<file path="config.mk">
export PLATFORM = sky130hd
export DESIGN_NAME = uc_multiciclo
export DESIGN_NICKNAME = d
export VERILOG_FILES = /design/src/rtl/uc_pkg.sv /design/src/rtl/uc_decode.sv /design/src/rtl/uc_multiciclo.sv
export SDC_FILE = /design/constraint.sdc
export NUM_CORES = 1
export LEC_CHECK = 0
export BUFFER_PORTS_ARGS = -buffer_cell sky130_fd_sc_hd__buf_4
export CAP_MARGIN = 5
export CORE_UTILIZATION = 46
export CTS_BUF_LIST = sky130_fd_sc_hd__clkbuf_8 sky130_fd_sc_hd__clkbuf_16
export DETAILED_ROUTE_END_ITERATION = 12
export PLACE_DENSITY = 0.8
export RECOVER_POWER = 25
export SLEW_MARGIN = 40
export SYNTH_ARGS = -nofsm -noshare
export SYNTH_HDL_FRONTEND = slang
export SYNTH_HIERARCHICAL = 1
export SYNTH_SLANG_ARGS = --single-unit
</file>
<file path="constraint.sdc">
create_clock -name clk -period 3.3 [get_ports clk]
set_clock_uncertainty 0.15 [all_clocks]
set_input_delay 0.33 -clock clk [delete_from_list [all_inputs] [get_ports clk]]
set_output_delay 0.33 -clock clk [all_outputs]
set_load 0.03 [all_outputs]
</file>
<file path="src/rtl/uc_pkg.sv">
// Shared types and constants for the multicycle control unit.
// UC_ILLEGAL_TRAP_EN adds the HALT state used to trap unknown opcodes.
package uc_pkg;

  localparam logic [6:0] OP_R      = 7'b0110011;
  localparam logic [6:0] OP_I      = 7'b0010011;
  localparam logic [6:0] OP_LOAD   = 7'b0000011;
  localparam logic [6:0] OP_STORE  = 7'b0100011;
  localparam logic [6:0] OP_BRANCH = 7'b1100011;
  localparam logic [6:0] OP_JAL    = 7'b1101111;
  localparam logic [6:0] OP_JALR   = 7'b1100111;
  localparam logic [6:0] OP_LUI    = 7'b0110111;
  localparam logic [6:0] OP_AUIPC  = 7'b0010111;

  localparam logic [3:0] ALU_R  = 4'b0000;
  localparam logic [3:0] ALU_I  = 4'b0001;
  localparam logic [3:0] ALU_LS = 4'b0010;
  localparam logic [3:0] ALU_BR = 4'b0011;
  localparam logic [3:0] ALU_U  = 4'b0100;
  localparam logic [3:0] ALU_J  = 4'b0101;

  typedef enum logic [2:0] {
    ST_FETCH,
    ST_DECODE,
    ST_EXEC,
    ST_MEM,
    ST_WB
`ifdef UC_ILLEGAL_TRAP_EN
    , ST_HALT
`endif
  } state_e;

  typedef enum logic [3:0] {
    CL_R, CL_I, CL_LOAD, CL_STORE, CL_BRANCH, CL_JAL, CL_JALR, CL_U, CL_ILLEGAL
  } iclass_e;

  // Unknown opcodes fall back to the R command; they never write anything.
  function automatic logic [3:0] alu_cmd_of(iclass_e cls);
    case (cls)
      CL_I:              return ALU_I;
      CL_LOAD, CL_STORE: return ALU_LS;
      CL_BRANCH:         return ALU_BR;
      CL_U:              return ALU_U;
      CL_JAL, CL_JALR:   return ALU_J;
      default:           return ALU_R;
    endcase
  endfunction

endpackage

</file>
<file path="src/rtl/uc_decode.sv">
// Combinational opcode -> instruction class decoder.
module uc_decode
  import uc_pkg::*;
(
  input  logic [6:0] opcode,
  output iclass_e    cls
);

  always_comb begin
    cls = CL_ILLEGAL;
    case (opcode)
      OP_R:             cls = CL_R;
      OP_I:             cls = CL_I;
      OP_LOAD:          cls = CL_LOAD;
      OP_STORE:         cls = CL_STORE;
      OP_BRANCH:        cls = CL_BRANCH;
      OP_JAL:           cls = CL_JAL;
      OP_JALR:          cls = CL_JALR;
      OP_LUI, OP_AUIPC: cls = CL_U;
      default:          cls = CL_ILLEGAL;
    endcase
  end

endmodule

</file>
<file path="src/rtl/uc_multiciclo.sv">
// Multicycle control unit: FETCH/DECODE/EXEC/MEM/WB sequencer plus retired-instruction counter.
// Define UC_ILLEGAL_TRAP_EN to halt on unknown opcodes instead of treating them as NOPs.
module uc_multiciclo
  import uc_pkg::*;
#(
  parameter int CNT_W = 32
) (
  input  logic             clk,
  input  logic             rst,
  input  logic [6:0]       opcode,
  input  logic [3:0]       alu_flags,
  input  logic             i_mem_ack,
  input  logic             d_mem_ack,
  output logic             i_mem_req,
  output logic             d_mem_req,
  output logic             d_mem_we,
  output logic             ir_we,
  output logic             pc_we,
  output logic             rf_we,
  output logic [3:0]       alu_cmd,
  output logic             alu_src,
  output logic             pc_src,
  output logic             rf_src,
  output logic [CNT_W-1:0] instret,
  output logic             illegal
);

  state_e           state_q, state_d;
  logic [CNT_W-1:0] instret_q, instret_d;
  iclass_e          cls;
  logic             unused_flags;

  assign unused_flags = ^alu_flags[3:1];

  uc_decode u_dec (.opcode(opcode), .cls(cls));

  always_comb begin
    state_d   = state_q;
    i_mem_req = 1'b0;
    d_mem_req = 1'b0;
    d_mem_we  = 1'b0;
    ir_we     = 1'b0;
    pc_we     = 1'b0;
    rf_we     = 1'b0;
    alu_cmd   = ALU_R;
    alu_src   = 1'b0;
    pc_src    = 1'b0;
    rf_src    = 1'b0;
    illegal   = 1'b0;
    case (state_q)
      ST_FETCH: begin
        i_mem_req = 1'b1;
        if (i_mem_ack) begin
          ir_we   = 1'b1;
          state_d = ST_DECODE;
        end
      end
      ST_DECODE: begin
`ifdef UC_ILLEGAL_TRAP_EN
        state_d = (cls == CL_ILLEGAL) ? ST_HALT : ST_EXEC;
`else
        state_d = ST_EXEC;
`endif
      end
      ST_EXEC: begin
        alu_cmd = alu_cmd_of(cls);
        alu_src = (cls == CL_I) || (cls == CL_LOAD) || (cls == CL_STORE) || (cls == CL_JALR);
        if (cls == CL_BRANCH) begin
          pc_we   = 1'b1;
          pc_src  = alu_flags[0];
          state_d = ST_FETCH;
        end else if ((cls == CL_LOAD) || (cls == CL_STORE)) begin
          state_d = ST_MEM;
        end else begin
          state_d = ST_WB;
        end
      end
      ST_MEM: begin
        d_mem_req = 1'b1;
        d_mem_we  = (cls == CL_STORE);
        if (d_mem_ack) begin
          if (cls == CL_STORE) begin
            pc_we   = 1'b1;
            state_d = ST_FETCH;
          end else begin
            state_d = ST_WB;
          end
        end
      end
      ST_WB: begin
        rf_we   = (cls != CL_ILLEGAL);
        pc_we   = 1'b1;
        rf_src  = (cls == CL_LOAD);
        pc_src  = (cls == CL_JAL) || (cls == CL_JALR);
        state_d = ST_FETCH;
      end
`ifdef UC_ILLEGAL_TRAP_EN
      ST_HALT: illegal = 1'b1;
`endif
      default: state_d = ST_FETCH;
    endcase

    // The reset cycle must not leak strobes from whatever state we were in.
    if (rst) begin
      i_mem_req = 1'b0;
      d_mem_req = 1'b0;
      d_mem_we  = 1'b0;
      ir_we     = 1'b0;
      pc_we     = 1'b0;
      rf_we     = 1'b0;
      illegal   = 1'b0;
    end

    instret_d = instret_q + (pc_we ? CNT_W'(1) : CNT_W'(0));
  end

  always_ff @(posedge clk) begin
    if (rst) begin
      state_q   <= ST_FETCH;
      instret_q <= '0;
    end else begin
      state_q   <= state_d;
      instret_q <= instret_d;
    end
  end

  assign instret = instret_q;

endmodule

</file>
==> impl_metrics.json, run 1 <==
{
  "clkTransAtPathRegs_ns": 0.07,
  "synth.distinct_cells": 42,
  "cts_made_buffers": 5,
  "min_path_cells": 2,
  "layout_commonest_cell": "buf_4",
  "synth_async_sr_flop_share_pct": 0,
  "die_area_um2": 4580,
  "initial_core_util_pct": 48.8,
  "io_pins": 61,
  "gr-usage-met1_pct": 25.0,
  "hp-class": "in -> reg",
  "p_per_area_nw_per_um2": 341,
  "placed_cell_area_um2": 2580,
  "end_kind": "flop",
  "ys_ff_latch": 35,
  "areaGrowthSynthToFinish_pct": 33.1,
  "drive_above_1_share_pct": 28.0,
  "cp_data_arrival_time_ns": 3.21,
  "period_needed_ns": 3.13,
  "met2_usage_pct": 41.6,
  "min_to": "state_q[2]",
  "routed_wl_um": 4790,
  "r2r-end": "instret[25]",
  "reg2reg_from": "state_q[1]",
  "fillCellCount": 356,
  "leakage_nw": 0.985,
  "first_pass_iters": 4,
  "cp_data_required_time_ns": 3.38,
  "mostFrequentLayoutCells": "56 x buf_4, 35 x dfxtp_1, 23 x nor2_1, 19 x clkbuf_1, 17 x a21oi_1",
  "coreArea_um2": 4060,
  "num-nets-final": 327,
  "netlist_instances": 243,
  "grt-ovfl-total": 0,
  "cp_max_fo": 7,
  "yosysSeqAreaShare_pct": 35.4,
  "place.port_buffers": 55,
  "use_met3_pct": 5.41,
  "grt_max_degree": 45,
  "final_area_um2": 2640,
  "cts_sinks": 35,
  "gr-max-usage-layer": "met2",
  "dr_total_vias": 1996,
  "crit_type": "in -> reg",
  "yosys.area.top_type": "dfxtp_1",
  "hold_viol": 0,
  "die_x_um": 67.6,
  "worstHoldStart": "d_mem_ack",
  "cts_hold_buf": 0,
  "ys.flop_type": "dfxtp_1",
  "rsz0062_at_grt": "no",
  "diodes": 0,
  "antenna_found_initial": 0,
  "reg2reg_depth": 9,
  "fin_cells": 361,
  "min_period_over_period_pct": 95.0,
  "outcome": "finished clean",
  "drc_errors": 0,
  "cap_violations": 0,
  "grt_pass1_wl_um": 7960,
  "irDropWorstVdd_uv": 332,
  "placed_cells": 353,
  "netlist_top_cells_area": "dfxtp_1 35%, a21oi_1 5.1%, nor2_1 4.5%, nand3_1 4.0%, or4_1 3.4%",
  "synth_warnings": 6,
  "num_rows": 23,
  "final_core_util_pct": 65.0,
  "die_y_um": 67.6,
  "grt_pass1_vias": 1885,
  "clkLatencyLatePin_ns": 0.29,
  "cts_tree": "done",
  "drtIter0Drc": 138,
  "gp_congestion": 0.830,
  "postRouteAntennaNets": 0,
  "ctsHtreeMaxLevel": 2,
  "avgSynthCellArea_um2": 8.16,
  "dp_hpwl_um": 3480,
  "drv_slew": 0,
  "clock_tree.root_cell": "clkbuf_8",
  "setup_violations": 0,
  "holdWs_ns": 0.209,
  "cp-start-kind": "input pin",
  "fmax_ghz": 0.319,
  "synth_edf_count": 0,
  "clockBufferDepth": 2,
  "yosysTopAreaCellShare_pct": 35.4,
  "wl_per_cell_um": 13.3,
  "reg2reg_slack_ns": 0.40,
  "track_usage_pct": 22.9,
  "via_per_inst": 5.53,
  "syn_area_um2": 1980
}
-- per-layer routing --
metal | wire [um] | part of all wire (%)
met5 | 0 | 0
met4 | 69 | 1.4
met3 | 200 | 4.2
met2 | 2410 | 50
met1 | 2110 | 44
-- what timing repair did --
action	CTS	global route
endpoints found under the hold margin	0	0
gates resized for setup	0	3
setup endpoints to repair	0	5
buffers inserted	0	0
-- stage by stage --
stage / power [mW] / TNS (ns) / worst slack (ns)
floorplan: 0.483 / -0.757 / -0.127
global placement: 0.505 / -0.998 / -0.167
detailed placement: 0.507 / -1.62 / -0.230
CTS: 0.911 / 0 / 0.0783
global route: 0.927 / 0 / 0.00173
finish: 0.899 / 0 / 0.166
-- cells by family after synthesis --
| logic type | synth area share, % |
|---|---|
| multiplexers | 3.85 |
| AO/OA/AOI/OAI | 14.0 |
| buffers and inverters | 6.76 |
| other | 0.189 |
| flip-flops | 35.4 |
| XOR/XNOR | 5.30 |
| adder cells (fa/ha/maj) | 1.26 |
| AND/OR/NAND/NOR | 33.3 |
-- worst max-delay path by stage --
stage / from / end / slack, ns / cells past startpoint
2_1_floorplan: opcode[2] / instret[21] / -0.13 / 13
3_3_place_gp: opcode[2] / instret[31] / -0.17 / 14
3_5_place_dp: opcode[2] / instret[25] / -0.23 / 15
4_1_cts: opcode[2] / instret[25] / 0.08 / 15
5_1_grt: opcode[2] / instret[25] / 0.002 / 15
6_report: opcode[2] / instret[25] / 0.17 / 15
-- area by class of cell --
type | count | area (um2) | share of cell area, %
clock inverter | 2 | 35.0 | 1.33
multi-input combinational | 186 | 1240 | 47.0
tap | 50 | 62.6 | 2.37
inverter | 7 | 26.3 | 0.996
timing repair buffer | 75 | 492 | 18.6
clock buffer | 6 | 82.6 | 3.13
sequential | 35 | 701 | 26.6
-- where the power goes --
| part | switching [mW] | internal (mW) | total, mW |
|---|---|---|---|
| registers | 0.00389 | 0.424 | 0.428 |
| logic | 0.0401 | 0.0300 | 0.0702 |
| clock network | 0.157 | 0.244 | 0.401 |
-- worst max-delay path: stages --
cell,delay [ns]
buf_4,0.13
and3_1,0.18
o21ai_1,0.12
a21oi_1,0.11
buf_4,0.15
nor2_4,0.08
nand3_1,0.08
a211o_1,0.34
a21oi_4,0.16
ha_4,0.18
nand3_2,0.08
or4_4,0.47
buf_4,0.18
or4_1,0.49
a21oi_2,0.13
-- state kept, by name, summed over array words and instances, names as in the netlist --
name	flops
state_q	3
instret	32
-- synth_stat cells, types with 8 or more instances --
| cell type | count |
|---|---|
| nor2_1 | 24 |
| o21ai_0 | 9 |
| dfxtp_1 | 35 |
| nor2b_1 | 10 |
| nand2_1 | 11 |
| o31ai_1 | 8 |
| a21oi_1 | 20 |
| or4_1 | 9 |
| nand3_1 | 16 |
No activity file was read; power rests on OpenSTA's default activity.
==> inputs of run 2 (changes only) <==
--- a/config.mk
+++ b/config.mk
@@ -5,12 +5,12 @@
 export SDC_FILE = /design/constraint.sdc
 export NUM_CORES = 1
 export LEC_CHECK = 0
-export BUFFER_PORTS_ARGS = -buffer_cell sky130_fd_sc_hd__buf_4
 export CAP_MARGIN = 5
-export CORE_UTILIZATION = 46
+export CORE_UTILIZATION = 56
 export CTS_BUF_LIST = sky130_fd_sc_hd__clkbuf_8 sky130_fd_sc_hd__clkbuf_16
 export DETAILED_ROUTE_END_ITERATION = 12
-export PLACE_DENSITY = 0.8
+export DONT_BUFFER_PORTS = 1
+export PLACE_DENSITY = 0.78
 export RECOVER_POWER = 25
 export SLEW_MARGIN = 40
 export SYNTH_ARGS = -nofsm -noshare
==> impl_metrics.json, run 2 (synthesis gave the netlist of run 1 again) <==
{
  "outcome": "finished clean",
  "hp-class": "in -> reg",
  "cp-start-kind": "input pin",
  "ctsHtreeMaxLevel": 2,
  "antenna_found_initial": 0,
  "via_per_inst": 5.96,
  "die_y_um": 61.5,
  "p_per_area_nw_per_um2": 347,
  "io_pins": 61,
  "first_pass_iters": 4,
  "place.port_buffers": 0,
  "dp_hpwl_um": 3070,
  "postRouteAntennaNets": 0,
  "gp_congestion": 0.773,
  "final_area_um2": 2260,
  "grt_pass1_vias": 1610,
  "setup_violations": 0,
  "track_usage_pct": 23.6,
  "coreArea_um2": 3360,
  "cts_sinks": 35,
  "clkTransAtPathRegs_ns": 0.07,
  "cap_violations": 0,
  "period_needed_ns": 3.04,
  "cts_tree": "done",
  "routed_wl_um": 4360,
  "dr_total_vias": 1800,
  "multi_input_area_um2": 1230,
  "largest_reg_flops": 32,
  "wl_per_cell_um": 14.4,
  "grt_pass1_wl_um": 6640,
  "die_area_um2": 3780,
  "clkLatencyLatePin_ns": 0.28,
  "hold_viol": 0,
  "placed_cell_area_um2": 2170,
  "num_rows": 21,
  "irDropWorstVdd_uv": 298,
  "crit_type": "in -> reg",
  "initial_core_util_pct": 58.9,
  "seqCellArea_um2": 701,
  "end_kind": "flop",
  "drc_errors": 0,
  "grt_max_degree": 30,
  "grt-ovfl-total": 0,
  "fmax_ghz": 0.329,
  "num-nets-final": 273,
  "cp_data_arrival_time_ns": 3.11,
  "clockBufferDepth": 2,
  "rsz0062_at_grt": "no",
  "die_x_um": 61.5,
  "fillCellCount": 315,
  "max_slew_margin_pct": 61.8,
  "drtIter0Drc": 97,
  "tightestPinTransition_ns": 0.572,
  "cp_data_required_time_ns": 3.36,
  "clock_tree.root_cell": "clkbuf_8",
  "min_period_over_period_pct": 92.2,
  "placed_cells": 294,
  "fin_cells": 302,
  "drv_slew": 0,
  "cts_made_buffers": 5,
  "areaGrowthSynthToFinish_pct": 14.1,
  "drive_above_1_share_pct": 19.5,
  "leakage_nw": 0.765,
  "holdWs_ns": 0.0747,
  "diodes": 0,
  "cp_max_fo": 9,
  "layout_commonest_cell": "dfxtp_1",
  "mostFrequentLayoutCells": "35 x dfxtp_1, 23 x nor2_1, 20 x buf_4, 17 x a21oi_1, 15 x nand3_1"
}
## run 2: cell count changes in the layout (fill, tap and decap cells not counted)
| cell | delta |
|---|---|
| buf_2 | +1 |
| buf_4 | -36 |
| bufinv_16 | -1 |
| clkbuf_1 | -19 |
| o21ai_0 | +1 |
| o21ai_1 | -1 |
| or4_1 | +1 |
| or4_4 | -1 |
## run 2: final cells by class
cell class	instances	area share, %
timing repair buffer	21	6.86
sequential	35	31.0
tap	46	2.54
clock buffer	6	3.65
multi-input combinational	186	54.6
clock inverter	1	0.221
inverter	7	1.16
## run 2: through the flow
step                power [mW]  utilization [%]  setup slack (ns)  TNS, ns
finish                   0.785             67.3             0.258        0
global route             0.813             67.3            0.0371        0
CTS                      0.790             67.3             0.224        0
detailed placement       0.479             64.4           -0.0587   -0.121
global placement         0.478             64.4            0.0206        0
floorplan                0.483                -            -0.127   -0.757
## run 2: layer usage
| layer | vias to the layer above | routed length, um | part of all wire [%] | track usage (%) |
|---|---|---|---|---|
| li1 | 901 | - | - | - |
| met1 | 844 | 1870 | 43 | 27.7 |
| met2 | 50 | 2210 | 51 | 40.1 |
| met3 | 5 | 232 | 5.3 | 7.14 |
| met4 | 0 | 53 | 1.2 | 9.84 |
| met5 | - | 0 | 0 | 0 |
## run 2: final timing paths
kind / start / endpoint / slack, ns / cells past startpoint
max: opcode[2] / instret[25] / 0.26 / 13
min: rst / state_q[2] / 0.07 / 2
max reg2reg: state_q[1] / instret[25] / 0.33 / 9
min reg2reg: state_q[2] / state_q[0] / 0.38 / 1
## run 2: repair_timing
item	4_1_cts	5_1_grt
endpoints found under the setup margin	0	1
hold buffers	1	0
resized for setup	0	1
endpoints found under the hold margin	29	0
buffers inserted	0	0
## run 2: power by group
group	internal, mW	leakage [nW]	switching, mW	total [mW]
clock	0.164	0.0470	0.145	0.309
combinational	0.0181	0.436	0.0296	0.0478
sequential	0.424	0.282	0.00450	0.429
## run 2: worst max-delay path: stages
cell and delay, ns:
inv_1 0.02, o21ai_0 0.20, o311a_4 0.27, nor2b_4 0.16, nand4_1 0.10, a211o_1 0.31
a21oi_4 0.16, ha_4 0.16, nand3_2 0.08, or4_1 0.52, buf_4 0.21, or4_1 0.46
a21oi_1 0.13
